`src/rtl/branch_predict_cmp_if.sv`:
```
// Bundle of signals between the IF/ID pipeline stages and the branch
// comparator/predictor. The pipeline drives through the master modport;
// the predictor implements the slave side.
interface branch_predict_cmp_if #(
  parameter int WIDTH = 32
);
  // Fetch-side prediction lookup
  logic [31:0]      if_pc;
  logic             pred_taken;
  // ID-stage resolution inputs
  logic             res_valid;
  logic             res_stall;
  logic [31:0]      res_pc;
  logic [31:0]      res_instr;
  logic             res_pred;
  logic [WIDTH-1:0] rs;
  logic [WIDTH-1:0] rt;
  // ID-stage resolution outputs
  logic             is_branch;
  logic             cmp_jump;
  logic             is_link;
  logic             mispredict;
  logic             redirect_taken;
  // Statistics
  logic             stat_clr;
  logic [31:0]      branch_cnt;
  logic [31:0]      mispred_cnt;

  modport master (
    output if_pc, res_valid, res_stall, res_pc, res_instr, res_pred, rs, rt, stat_clr,
    input  pred_taken, is_branch, cmp_jump, is_link, mispredict, redirect_taken,
           branch_cnt, mispred_cnt
  );

  modport slave (
    input  if_pc, res_valid, res_stall, res_pc, res_instr, res_pred, rs, rt, stat_clr,
    output pred_taken, is_branch, cmp_jump, is_link, mispredict, redirect_taken,
           branch_cnt, mispred_cnt
  );
endinterface

```
`src/rtl/branch_predict_cmp.sv`:
```
// Branch condition comparator with a 2-bit saturating-counter pattern
// history table. Fetch gets a combinational prediction per PC; the ID stage
// gets the resolved condition, a registered mispredict pulse with the actual
// direction, a PHT update and resolved/mispredicted branch counters.
module branch_predict_cmp #(
  parameter int WIDTH     = 32,
  parameter int PHT_DEPTH = 64,
  parameter int IDX_BITS  = $clog2(PHT_DEPTH)
) (
  input logic clk,
  input logic reset_n,
  branch_predict_cmp_if.slave bus
);

  localparam logic [1:0] ST_SN = 2'b00;
  localparam logic [1:0] ST_WN = 2'b01;
  localparam logic [1:0] ST_ST = 2'b11;

  // Counters are kept in flops rather than RAM: every entry must return to
  // WN on an asynchronous reset.
  logic [1:0]          pht_reg [PHT_DEPTH];
  logic [1:0]          pht_next;
  logic [1:0]          pht_cur;
  logic [IDX_BITS-1:0] rd_idx;
  logic [IDX_BITS-1:0] wr_idx;

  logic [5:0]  opcode;
  logic [4:0]  rt_field;
  logic        rs_neg;
  logic        rs_zero;
  logic        is_branch_c;
  logic        cmp_jump_c;
  logic        is_link_c;
  logic        commit;
  logic        mispred_c;

  logic        mispredict_reg;
  logic        redirect_taken_reg;
  logic [31:0] branch_cnt_reg;
  logic [31:0] mispred_cnt_reg;

  // Address bits above the index alias on purpose; instruction fields not
  // involved in branch decode are ignored.
  logic unused_bits;
  assign unused_bits = &{1'b0, bus.if_pc[31:IDX_BITS+2], bus.if_pc[1:0],
                         bus.res_pc[31:IDX_BITS+2], bus.res_pc[1:0],
                         bus.res_instr[25:21], bus.res_instr[15:0]};

  assign opcode   = bus.res_instr[31:26];
  assign rt_field = bus.res_instr[20:16];
  assign rs_neg   = bus.rs[WIDTH-1];
  assign rs_zero  = (bus.rs == '0);

  // Branch decode and condition evaluation (signed compares against zero)
  always_comb begin
    is_branch_c = 1'b0;
    cmp_jump_c  = 1'b0;
    is_link_c   = 1'b0;
    case (opcode)
      6'h04: begin is_branch_c = 1'b1; cmp_jump_c = (bus.rs == bus.rt); end
      6'h05: begin is_branch_c = 1'b1; cmp_jump_c = (bus.rs != bus.rt); end
      6'h06: begin is_branch_c = 1'b1; cmp_jump_c = rs_neg | rs_zero; end
      6'h07: begin is_branch_c = 1'b1; cmp_jump_c = ~rs_neg & ~rs_zero; end
      6'h01: begin
        case (rt_field)
          5'b00001: begin is_branch_c = 1'b1; cmp_jump_c = ~rs_neg; end
          5'b00000: begin is_branch_c = 1'b1; cmp_jump_c = rs_neg; end
          5'b10001: begin is_branch_c = 1'b1; cmp_jump_c = ~rs_neg; is_link_c = 1'b1; end
          5'b10000: begin is_branch_c = 1'b1; cmp_jump_c = rs_neg;  is_link_c = 1'b1; end
          default: ;
        endcase
      end
      default: ;
    endcase
  end

  assign commit    = bus.res_valid & is_branch_c & ~bus.res_stall;
  assign mispred_c = commit & (bus.res_pred != cmp_jump_c);

  assign rd_idx = bus.if_pc[IDX_BITS+1:2];
  assign wr_idx = bus.res_pc[IDX_BITS+1:2];
  assign pht_cur = pht_reg[wr_idx];

  // Saturating counter step for the entry being resolved
  always_comb begin
    pht_next = pht_cur;
    if (cmp_jump_c) begin
      if (pht_cur != ST_ST) pht_next = pht_cur + 2'd1;
    end else begin
      if (pht_cur != ST_SN) pht_next = pht_cur - 2'd1;
    end
  end

  // PHT state: all entries weakly not-taken after reset, one entry updated per commit
  always_ff @(posedge clk or negedge reset_n) begin
    if (!reset_n) begin
      for (int i = 0; i < PHT_DEPTH; i++) pht_reg[i] <= ST_WN;
    end else if (commit) begin
      pht_reg[wr_idx] <= pht_next;
    end
  end

  // Mispredict pulse and sticky redirect direction
  always_ff @(posedge clk or negedge reset_n) begin
    if (!reset_n) begin
      mispredict_reg     <= 1'b0;
      redirect_taken_reg <= 1'b0;
    end else begin
      mispredict_reg <= mispred_c;
      if (mispred_c) redirect_taken_reg <= cmp_jump_c;
    end
  end

  // Statistics counters; clear wins over a same-cycle increment
  always_ff @(posedge clk or negedge reset_n) begin
    if (!reset_n) begin
      branch_cnt_reg  <= 32'd0;
      mispred_cnt_reg <= 32'd0;
    end else if (bus.stat_clr) begin
      branch_cnt_reg  <= 32'd0;
      mispred_cnt_reg <= 32'd0;
    end else begin
      if (commit)    branch_cnt_reg  <= branch_cnt_reg + 32'd1;
      if (mispred_c) mispred_cnt_reg <= mispred_cnt_reg + 32'd1;
    end
  end

  // Lookup reads the pre-update table value; no write bypass
  assign bus.pred_taken     = pht_reg[rd_idx][1];
  assign bus.is_branch      = is_branch_c;
  assign bus.cmp_jump       = cmp_jump_c;
  assign bus.is_link        = is_link_c;
  assign bus.mispredict     = mispredict_reg;
  assign bus.redirect_taken = redirect_taken_reg;
  assign bus.branch_cnt     = branch_cnt_reg;
  assign bus.mispred_cnt    = mispred_cnt_reg;

endmodule

```
`src/flat_wrapper.sv`:
```
// flat-port wrapper written by rule: the top's interface ports become plain ports
module branch_predict_cmp_flat 
#(
  parameter int WIDTH     = 32,
  parameter int PHT_DEPTH = 64,
  parameter int IDX_BITS  = $clog2(PHT_DEPTH)
)
  (clk, reset_n, bus_if_pc, bus_res_valid, bus_res_stall, bus_res_pc, bus_res_instr, bus_res_pred, bus_rs, bus_rt, bus_stat_clr, bus_pred_taken, bus_is_branch, bus_cmp_jump, bus_is_link, bus_mispredict, bus_redirect_taken, bus_branch_cnt, bus_mispred_cnt);
  branch_predict_cmp_if #(.WIDTH(WIDTH)) bus_i ();
  input logic clk;
  input logic reset_n;
  input wire logic [$bits(bus_i.if_pc)-1:0] bus_if_pc;
  input wire logic [$bits(bus_i.res_valid)-1:0] bus_res_valid;
  input wire logic [$bits(bus_i.res_stall)-1:0] bus_res_stall;
  input wire logic [$bits(bus_i.res_pc)-1:0] bus_res_pc;
  input wire logic [$bits(bus_i.res_instr)-1:0] bus_res_instr;
  input wire logic [$bits(bus_i.res_pred)-1:0] bus_res_pred;
  input wire logic [$bits(bus_i.rs)-1:0] bus_rs;
  input wire logic [$bits(bus_i.rt)-1:0] bus_rt;
  input wire logic [$bits(bus_i.stat_clr)-1:0] bus_stat_clr;
  output wire logic [$bits(bus_i.pred_taken)-1:0] bus_pred_taken;
  output wire logic [$bits(bus_i.is_branch)-1:0] bus_is_branch;
  output wire logic [$bits(bus_i.cmp_jump)-1:0] bus_cmp_jump;
  output wire logic [$bits(bus_i.is_link)-1:0] bus_is_link;
  output wire logic [$bits(bus_i.mispredict)-1:0] bus_mispredict;
  output wire logic [$bits(bus_i.redirect_taken)-1:0] bus_redirect_taken;
  output wire logic [$bits(bus_i.branch_cnt)-1:0] bus_branch_cnt;
  output wire logic [$bits(bus_i.mispred_cnt)-1:0] bus_mispred_cnt;
  assign bus_i.if_pc = bus_if_pc;
  assign bus_i.res_valid = bus_res_valid;
  assign bus_i.res_stall = bus_res_stall;
  assign bus_i.res_pc = bus_res_pc;
  assign bus_i.res_instr = bus_res_instr;
  assign bus_i.res_pred = bus_res_pred;
  assign bus_i.rs = bus_rs;
  assign bus_i.rt = bus_rt;
  assign bus_i.stat_clr = bus_stat_clr;
  assign bus_pred_taken = bus_i.pred_taken;
  assign bus_is_branch = bus_i.is_branch;
  assign bus_cmp_jump = bus_i.cmp_jump;
  assign bus_is_link = bus_i.is_link;
  assign bus_mispredict = bus_i.mispredict;
  assign bus_redirect_taken = bus_i.redirect_taken;
  assign bus_branch_cnt = bus_i.branch_cnt;
  assign bus_mispred_cnt = bus_i.mispred_cnt;
  branch_predict_cmp #(.WIDTH(WIDTH), .PHT_DEPTH(PHT_DEPTH), .IDX_BITS(IDX_BITS)) u_core (.clk(clk), .reset_n(reset_n), .bus(bus_i));
endmodule
```
`config.mk`:
```
export PLATFORM = sky130hd
export DESIGN_NAME = branch_predict_cmp_flat
export DESIGN_NICKNAME = d
export VERILOG_FILES = /design/src/rtl/branch_predict_cmp_if.sv /design/src/rtl/branch_predict_cmp.sv /design/src/flat_wrapper.sv
export SDC_FILE = /design/constraint.sdc
export NUM_CORES = 1
export LEC_CHECK = 0
export BUFFER_PORTS_ARGS = -buffer_cell sky130_fd_sc_hd__buf_4
export CORE_MARGIN = 5
export CORE_UTILIZATION = 40
export DETAILED_ROUTE_END_ITERATION = 8
export SLEW_MARGIN = 20
export SYNTH_ARGS = -nofsm -noshare
export SYNTH_HDL_FRONTEND = slang
export SYNTH_SLANG_ARGS = --single-unit
```
`constraint.sdc`:
```
create_clock -name clk -period 3.05 [get_ports clk]
set_input_delay 0.305 -clock clk [delete_from_list [all_inputs] [get_ports clk]]
set_output_delay 0.305 -clock clk [all_outputs]
set_load 0.05 [all_outputs]
```
==> metrics.md, run 1 <==
| Metric | Value |
|---|---|
| Data arrival, critical path | roughly 2.6 ns |
| CP max FO | 3 |
| Post-synth net total | 1,324 |
| CP Class | flip-flop to primary output |
| Post_cts resized | 0 |
| Final WL | approximately 34,000 µm |
| WL/cell | 19.7 µm |
| Count leader, synth | nor2_1 |
| Setup_tns | 0 ns |
| Ys async rst share | between 90% and 100% |
| Antenna Nets Post-Route | 0 |
| 1st-iter DRT viols | approximately 850 |
| Hold WS | 0.131 ns |
| Area Overhead vs Synth | 21.2% |
| Cts bufs inserted | 17 |
| Core Util, Final | about half |
| Die Width | 178 µm |
| Max-cap violations | 0 |
| VDD IR max | roughly 0.00035 V |
| Non-Filler Instances | 1,715 |
| Flops & latches, synth | slightly below 200 |
| Core footprint | 27,800 µm² |
| Setup crit start kind | flip-flop |
| Gpl congestion | roughly 0.89 |
| CP Capture Type | primary output |
| Yosys top cell area share | approximately 29% |
| Switching power | around 1.5 mW |
| Final setup vio count | 0 |
| DRC viols | 0 |
| Area leader, netlist | dfrtp_1 |
| Layout Nets | 1,492 |
| Placed instance count | between 1,500 and 2,000 |
| Synth warn | 0 |
| EDFF count, synth | 0 |
| Slew Limit Headroom | 45.8% |
| Gr ovfl total | 0 |
| Required @ worst endpoint | around 2.7 ns |
| I/O Buffers | ~160 |
| Sequential group share of total power | between 40% and 50% |
| Dominant synthesized flop cell | dfrtp_1 |
| Vias in the first global route | 9,637 |
| Top sig layer | met4 |
| Leak | between 5 and 6 nW |
| ANT cells | 0 |
| Sw frac | 26.7% |
| Hpwl dp | ~24,000 µm |
| Met2 WL | 15,800 µm |
| I/O Pins | ~240 |
| Yosys cell types | 81 |
| Setup bufs post-CTS | 0 |
| Commonest cells in the synthesized netlist | 243 x nor2_1, 130 x dfrtp_1, 110 x a21oi_1 |
| Max reg flops | approximately 130 |
| Pre-CTS WS | 0.0194 ns |
| Post-Syn Area | 11,300 µm² |
| Clk sinks | approximately 190 |
| Clock Path Buffers | 2 |
| Vias after detailed routing | between 9,000 and 10,000 |
| First drt pass iteration count | 5 |
| Synth area leaders | dfrtp_1 29%, dfstp_2 15%, nor2_1 8.1% |
| Internal | 4.06 mW |
| Worst Skew | 0.00978 ns |
| Syn Area/Cell | 9.74 µm² |
| CTS HTree Levels | 4 |
| Vias/cell | approximately 5.6 |
| Min Tclk post-route | around 2.9 ns |
| Status | completed |
| Die area | 31,600 µm² |
| Mapped Cells | between 1,000 and 1,500 |
| Logic pwr share | approximately an eighth |
| Setup ws final | between 0.15 and 0.2 ns |
| Post-CTS Hold Fix Bufs | 1 |
| First-pass GRT wire length | ~54,000 µm |
| Share of cells above drive strength 1 | 32.0% |
| FP Rows | 61 |
| Initial antenna violation count | 0 |
| Fmax | 0.348 GHz |
| CTS Root Cell | clkbuf_16 |
| P per Cell Area | roughly 410 nW/µm² |
| All-Layer GR Usage | between 20% and 30% |
| Fin. Hold Viols | 0 |
| Crit share post-route | a little over nine tenths |
| CTS tree | done |
| WL met3 | approximately 2300 µm |
| Wire length on met1 | 15,100 µm |
| Sequential fraction of the synthesis area | a little over two fifths |
| Starting density of the core | between 40% and 50% |
| Slew @ Worst Pin | around 0.81 ns |
| Worst Hold Class | input pin to flip-flop |
| Largest net degree at the start of global routing | 76 |
| Final slew viol count | 0 |
| Die Y | 178 µm |
| Clock power frac | 40.8% |
| Skew-Pair Late Insertion Delay | between 0.4 and 0.5 ns |
| RSZ-0062 raised after global routing | no |
| Clk slew on worst S/H paths | around 0.080 ns |
## critical path, cell delays in order (launching register included)
cell and delay (ns):
dfrtp_1 0.40, mux4_2 0.52, mux4_2 0.52, mux4_2 0.47, buf_4 0.20
## per-stage QoR
| step | power, mW | instance area [µm²] |
|---|---|---|
| floorplan | 3.01 | 11300 |
| global placement | 3.32 | 13100 |
| detailed placement | 3.33 | 13100 |
| CTS | 5.59 | 13600 |
| global route | 5.74 | 13600 |
| finish | 5.54 | 13600 |
## power by group through the flow
stage / combinational (mW) / sequential, mW / clock, mW
2_1_floorplan: 0.342 / 2.67 / 0
3_3_place_gp: 0.642 / 2.68 / 0
3_5_place_dp: 0.648 / 2.68 / 0
4_1_cts: 0.652 / 2.63 / 2.31
5_1_grt: 0.697 / 2.63 / 2.41
6_report: 0.649 / 2.63 / 2.26
## cells in the final DEF, fill, tap and decap left out, types with 31 or more instances in the layout
master,n
a21oi_1,109
a21oi_2,51
buf_4,202
dfrtp_1,130
dfstp_2,64
inv_1,33
mux4_2,31
nand2_1,59
nand3_1,34
nor2_1,243
xor2_1,50
## path summary, 6_finish.rpt
check	start	to	slack [ns]	cells past startpoint
setup / recovery	u_core.pht_reg[33]	bus_pred_taken	0.18	4
hold / removal	bus_res_pred	u_core.bus.redirect_taken	0.13	2
setup reg to reg	u_core.pht_reg[86]	u_core.pht_reg[55]	0.37	8
hold reg to reg	u_core.pht_reg[72]	u_core.pht_reg[72]	0.50	2
max in group asynchronous	reset_n	u_core.pht_reg[36]	1.79	3
min in group asynchronous	reset_n	u_core.pht_reg[125]	0.46	2
## final cells by class
class / count / area [µm²]
clock inverter: 10 / 103
multi-input combinational: 864 / 5840
inverter: 36 / 135
clock buffer: 22 / 474
sequential: 194 / 4930
tap: 378 / 473
fill: 2692 / 14100
timing repair buffer: 211 / 1680
## layer usage
layer  vias up  global-route usage, %
met4         0                   5.06
met5         -                      0
li1       4536                      -
met1      4676                   30.1
met3        43                   5.43
met2       300                   34.1
## logic make-up after synthesis
| family | share of synthesized area, % |
|---|---|
| buffers and inverters | 4.34 |
| and+or+nand+nor | 18.2 |
| DFF | 43.8 |
| AOI/OAI and AO/OA | 19.5 |
| adders and majority gates | 0.322 |
| muxes | 9.17 |
| xor gates and xnor gates | 4.59 |
Note: power is estimated with default switching activity, not from simulation.
==> run 2: changes to the inputs <==
- CORE_UTILIZATION: 40 -> 35
==> metrics.md, run 2 (synthesized netlist as in run 1, its figures left out) <==
| Metric | Value |
|---|---|
| Vias after detailed routing | approximately 9,600 |
| Core footprint | roughly 32,000 µm² |
| Tot Pwr | between 5 and 6 mW |
| CP most frequent cell | mux4_2 |
| Die Y | ~190 µm |
| Final setup vio count | 0 |
| Hold Crit Depth | 2 |
| Area Overhead vs Synth | 21.9% |
| Worst Skew | 0.0149 ns |
| CP max FO | 3 |
| Placed instance count | 1,709 |
| WL/cell | ~20 µm |
| Crit-path cells | mux4_2 > mux4_2 > mux4_2 > buf_4 |
| Setup_tns | 0 ns |
| Layout Nets | around 1,500 |
| Critical path's largest stage delay | 0.52 ns |
| Die area | around 36,000 µm² |
| CP Class | flip-flop to primary output |
| CTS Root Cell | clkbuf_16 |
| Post-CTS Hold Fix Bufs | 1 |
| All-Layer GR Usage | roughly a fifth |
| First drt pass iteration count | 5 |
| Setup crit start kind | flip-flop |
| Required @ worst endpoint | about 2.7 ns |
| Top Family by Delay on Critical Path | multiplexers |
| CTS HTree Levels | 4 |
| Vias/cell | about 5.5 |
| Setup ws final | roughly 0.18 ns |
| Final slew viol count | 0 |
| Status | completed |
| Fmax | around 0.35 GHz |
| Crit share post-route | a little over nine tenths |
| Post_cts resized | 0 |
| Max-cap violations | 0 |
| Antenna Nets Post-Route | 0 |
| FP Rows | 65 |
| Gr ovfl total | 0 |
| Die Width | 189 µm |
| FF-to-FF setup slack | between 0.2 and 0.25 ns |
| Slew @ Worst Pin | around 0.86 ns |
| Clk sinks | roughly 190 |
| Leak | 5.53 nW |
| Commonest cells after routing, fill and taps aside | 243 x nor2_1, 203 x buf_4, 130 x dfrtp_1, 109 x a21oi_1, 64 x dfstp_2 |
| RSZ-0062 raised after global routing | no |
| Vias in the first global route | between 9,000 and 10,000 |
| Hold WS | about 0.13 ns |
| Clk slew on worst S/H paths | roughly 0.08 ns |
| Setup bufs post-CTS | 0 |
| Share of cells above drive strength 1 | 32.2% |
| P per Cell Area | ~400 nW/µm² |
| Worst Hold Class | input pin to flip-flop |
| Initial antenna violation count | 0 |
| Skew-Pair Late Insertion Delay | approximately 0.45 ns |
| Min Tclk post-route | 2.87 ns |
| Hold endpoint | u_core.bus.redirect_taken |
| Largest net degree at the start of global routing | 81 |
| Cts bufs inserted | 17 |
| Slowest CP cell | mux4_2 |
| First-pass GRT wire length | 55,200 µm |
| Most common cell after layout, fill and taps aside | nor2_1 |
| Data arrival, critical path | roughly 2.6 ns |
| ANT cells | 0 |
| Final WL | roughly 34,000 µm |
| CP bufs+invs | 1 |
| Hpwl dp | 24,300 µm |
| Gpl congestion | slightly below 0.9 |
| Non-Filler Instances | between 1,500 and 2,000 |
| FF-to-FF path depth | 9 |
| Fin. Hold Viols | 0 |
| 1st-iter DRT viols | roughly 750 |
| Clock Path Buffers | 2 |
| VDD IR max | slightly below 0.0004 V |
| I/O Pins | between 200 and 250 |
| Worst reg2reg path endpoint | u_core.pht_reg[125] |
| CTS tree | done |
| CP Capture Type | primary output |
| Pre-CTS WS | -0.0441 ns |
| I/O Buffers | around 160 |
| DRC viols | 0 |
| Starting density of the core | a little over a third |
| Slew Limit Headroom | around 42% |
| Hold Crit Start | bus_res_pred |
| Reg-to-reg critical path startpoint | u_core.pht_reg[75] |
| Max reg flops | 128 |
==> run 2: final cells by class <==
class                      instances  area [µm²]
fill                            3047       17900
multi-input combinational        864        5840
sequential                       194        4930
timing repair buffer             214        1730
tap                              402         503
clock buffer                      19         454
inverter                          36         135
clock inverter                    13         121
==> run 2: layer usage <==
metal	vias to the layer above	wire length, µm	global-route usage, %
met1	4719	15500	27.0
li1	4550	-	-
met2	331	16000	29.8
met5	-	0	0
met3	44	2170	4.17
met4	0	561	4.90
==> run 2: worst register-to-register path: cells and delay by family, from the launching register on <==
family,cells,cell delay (ns)
compound gates,5,1.35
flops,1,0.42
buf+inv,2,0.33
fa+ha+maj,1,0.31
mux,1,0.29
==> run 2: power breakdown <==
group | switching [mW] | leakage (nW) | internal (mW)
clock | 1.08 | 0.280 | 1.19
combinational | 0.403 | 2.78 | 0.258
sequential | 0.0202 | 2.47 | 2.61
==> run 2: metrics by stage <==
| step | cell area (µm²) | util, % |
|---|---|---|
| detailed placement | 13100 | 41.5 |
| floorplan | 11300 | - |
| global placement | 13100 | 41.5 |
| finish | 13700 | 43.4 |
| global route | 13700 | 43.4 |
| CTS | 13700 | 43.4 |
==> run 2: how the worst max path moves through the flow <==
stage / slack, ns / to / depth (start not counted) / start
after floorplan: 0.11 / bus_pred_taken / 5 / bus_if_pc[2]
after global placement: 0.002 / u_core.pht_reg[125] / 11 / bus_res_pc[4]
after detailed placement: -0.04 / u_core.pht_reg[125] / 11 / bus_res_pc[4]
after CTS: 0.17 / bus_pred_taken / 4 / u_core.pht_reg[33]
after global routing: 0.09 / u_core.pht_reg[127] / 9 / u_core.pht_reg[75]
final: 0.18 / bus_pred_taken / 4 / u_core.pht_reg[11]
==> run 3: changes to the inputs <==
- BUFFER_PORTS_ARGS: -buffer_cell sky130_fd_sc_hd__buf_4 -> -buffer_cell sky130_fd_sc_hd__clkbuf_2
==> metrics.md, run 3 (synthesized netlist as in run 1, its figures left out) <==
| Metric | Value |
|---|---|
| Area after DPL | about 13,000 µm² |
| Hold WS | approximately 0.20 ns |
| Vias in the first global route | approximately 9,600 |
| Core footprint | about 32,000 µm² |
| Fillers | between 3,000 and 4,000 |
| Required @ worst endpoint | about 2.7 ns |
| Die Width | around 190 µm |
| All-Layer GR Usage | 18.6% |
| Setup bufs post-CTS | 0 |
| Slew Limit Headroom | around two fifths |
| First-pass GRT wire length | 53,700 µm |
| CP Class | flip-flop to primary output |
| Final WL | approximately 33,000 µm |
| Hpwl dp | between 20,000 and 25,000 µm |
| First drt pass iteration count | 5 |
| Antenna Nets Post-Route | 0 |
| Largest net degree at the start of global routing | 78 |
| Setup ws final | around 0.11 ns |
| DRC viols | 0 |
| 1st-iter DRT viols | 836 |
| Slew @ Worst Pin | approximately 0.9 ns |
| Placed instance count | ~1,700 |
| Cts bufs inserted | 17 |
| Vias after detailed routing | around 9,600 |
| I/O Pins | 236 |
| Design area | 13,400 µm² |
| Area Overhead vs Synth | 19.0% |
| Skew-Pair Late Insertion Delay | ~0.44 ns |
| Clk slew on worst S/H paths | 0.08 ns |
| Pre-CTS WS | -0.00651 ns |
| Crit. Startpoint | u_core.pht_reg[57] |
| Clock Path Buffers | 2 |
| Clk sinks | 194 |
| CP max FO | 3 |
| Core Util, Final | roughly 42% |
| Gpl congestion | 0.877 |
| Share of cells above drive strength 1 | 32.6% |
| Fin. Hold Viols | 0 |
| Max reg flops | 128 |
| Leak | between 5 and 6 nW |
| WL/cell | around 19 µm |
| ANT cells | 0 |
| Starting density of the core | a little over a third |
| Data arrival, critical path | ~2.6 ns |
| Gr ovfl total | 0 |
| CTS HTree Levels | 4 |
| Final setup vio count | 0 |
| I/O Buffers | 162 |
| Hold Crit Start | bus_res_pred |
| Most common cell after layout, fill and taps aside | nor2_1 |
| Worst Hold Class | input pin to flip-flop |
| Die area | between 30,000 and 40,000 µm² |
| Final slew viol count | 0 |
| Layout Nets | approximately 1,500 |
| Tot Pwr | 5.57 mW |
| VDD IR max | 0.000424 V |
| FP Rows | 65 |
| CTS Root Cell | clkbuf_16 |
| Setup_tns | 0 ns |
| Status | completed |
| CTS tree | done |
| Max-cap violations | 0 |
| Vias/cell | 5.53 |
| Commonest cells after routing, fill and taps aside | 243 x nor2_1, 161 x clkbuf_2, 130 x dfrtp_1, 109 x a21oi_1, 64 x dfstp_2 |
| CP Capture Type | primary output |
| Reg-to-reg critical path startpoint | u_core.pht_reg[67] |
| Crit share post-route | between 90% and 100% |
| Setup crit start kind | flip-flop |
| Min Tclk post-route | a little under 3 ns |
| RSZ-0062 raised after global routing | no |
| Worst Skew | a little over 0.01 ns |
| Non-Filler Instances | about 1,700 |
| Die Y | 189 µm |
| P per Cell Area | approximately 420 nW/µm² |
| Initial antenna violation count | 0 |
| Fmax | between 0.3 and 0.4 GHz |
[run 3: cell types whose count changed in the layout (fill, tap and decap cells not counted), moves of 2 or more]
cell	before	now
clkinv_2	3	5
buf_12	9	12
clkbuf_2	0	161
buf_4	203	42
[run 3: repair_timing]
item,CTS,global route
hold buffers,1,0
setup endpoints to repair,0,6
gates resized for setup,0,2
endpoints found under the hold margin,53,0
[run 3: path summary, 6_finish.rpt]
path | to | slack (ns) | cells after the start
worst max-delay path | bus_pred_taken | 0.11 | 4
worst max register to register | u_core.pht_reg[81] | 0.25 | 9
max in group asynchronous | u_core.pht_reg[18] | 1.69 | 3
worst min-delay path | u_core.bus.redirect_taken | 0.20 | 2
min in group asynchronous | u_core.pht_reg[77] | 0.44 | 2
worst min register to register | u_core.pht_reg[96] | 0.50 | 2
[run 3: layout make-up]
cell class / count / area [µm²] / area share [%]
inverters: 36 / 135 / 1.01
clock buffers: 17 / 425 / 3.18
multi-input cells: 864 / 5850 / 43.7
repair buffers: 217 / 1390 / 10.3
clock inverters: 15 / 154 / 1.15
flip-flops and latches: 194 / 4930 / 36.8
well taps: 402 / 503 / 3.76
[run 3: report_power, final]
| group | internal, mW | total, mW | switching [mW] |
|---|---|---|---|
| combinational | 0.231 | 0.631 | 0.401 |
| clock | 1.22 | 2.31 | 1.09 |
| sequential | 2.61 | 2.63 | 0.0195 |
[run 3: worst max-delay path, stage by stage, from the launching register on]
cell	delay (ns)
dfrtp_1	0.41
mux4_2	0.52
mux4_2	0.53
mux4_2	0.47
clkbuf_2	0.25
[run 3: metal layers]
metal  GRT usage [%]  vias to the layer above  routed length (µm)  part of all wire [%]
li1                -                     4555                   -                     -
met1            26.8                     4758               15400                    47
met2            29.3                      300               15500                    47
met3            4.17                       33                1800                   5.4
met4            3.06                        0                 349                   1.1
met5               0                        -                   0                     0
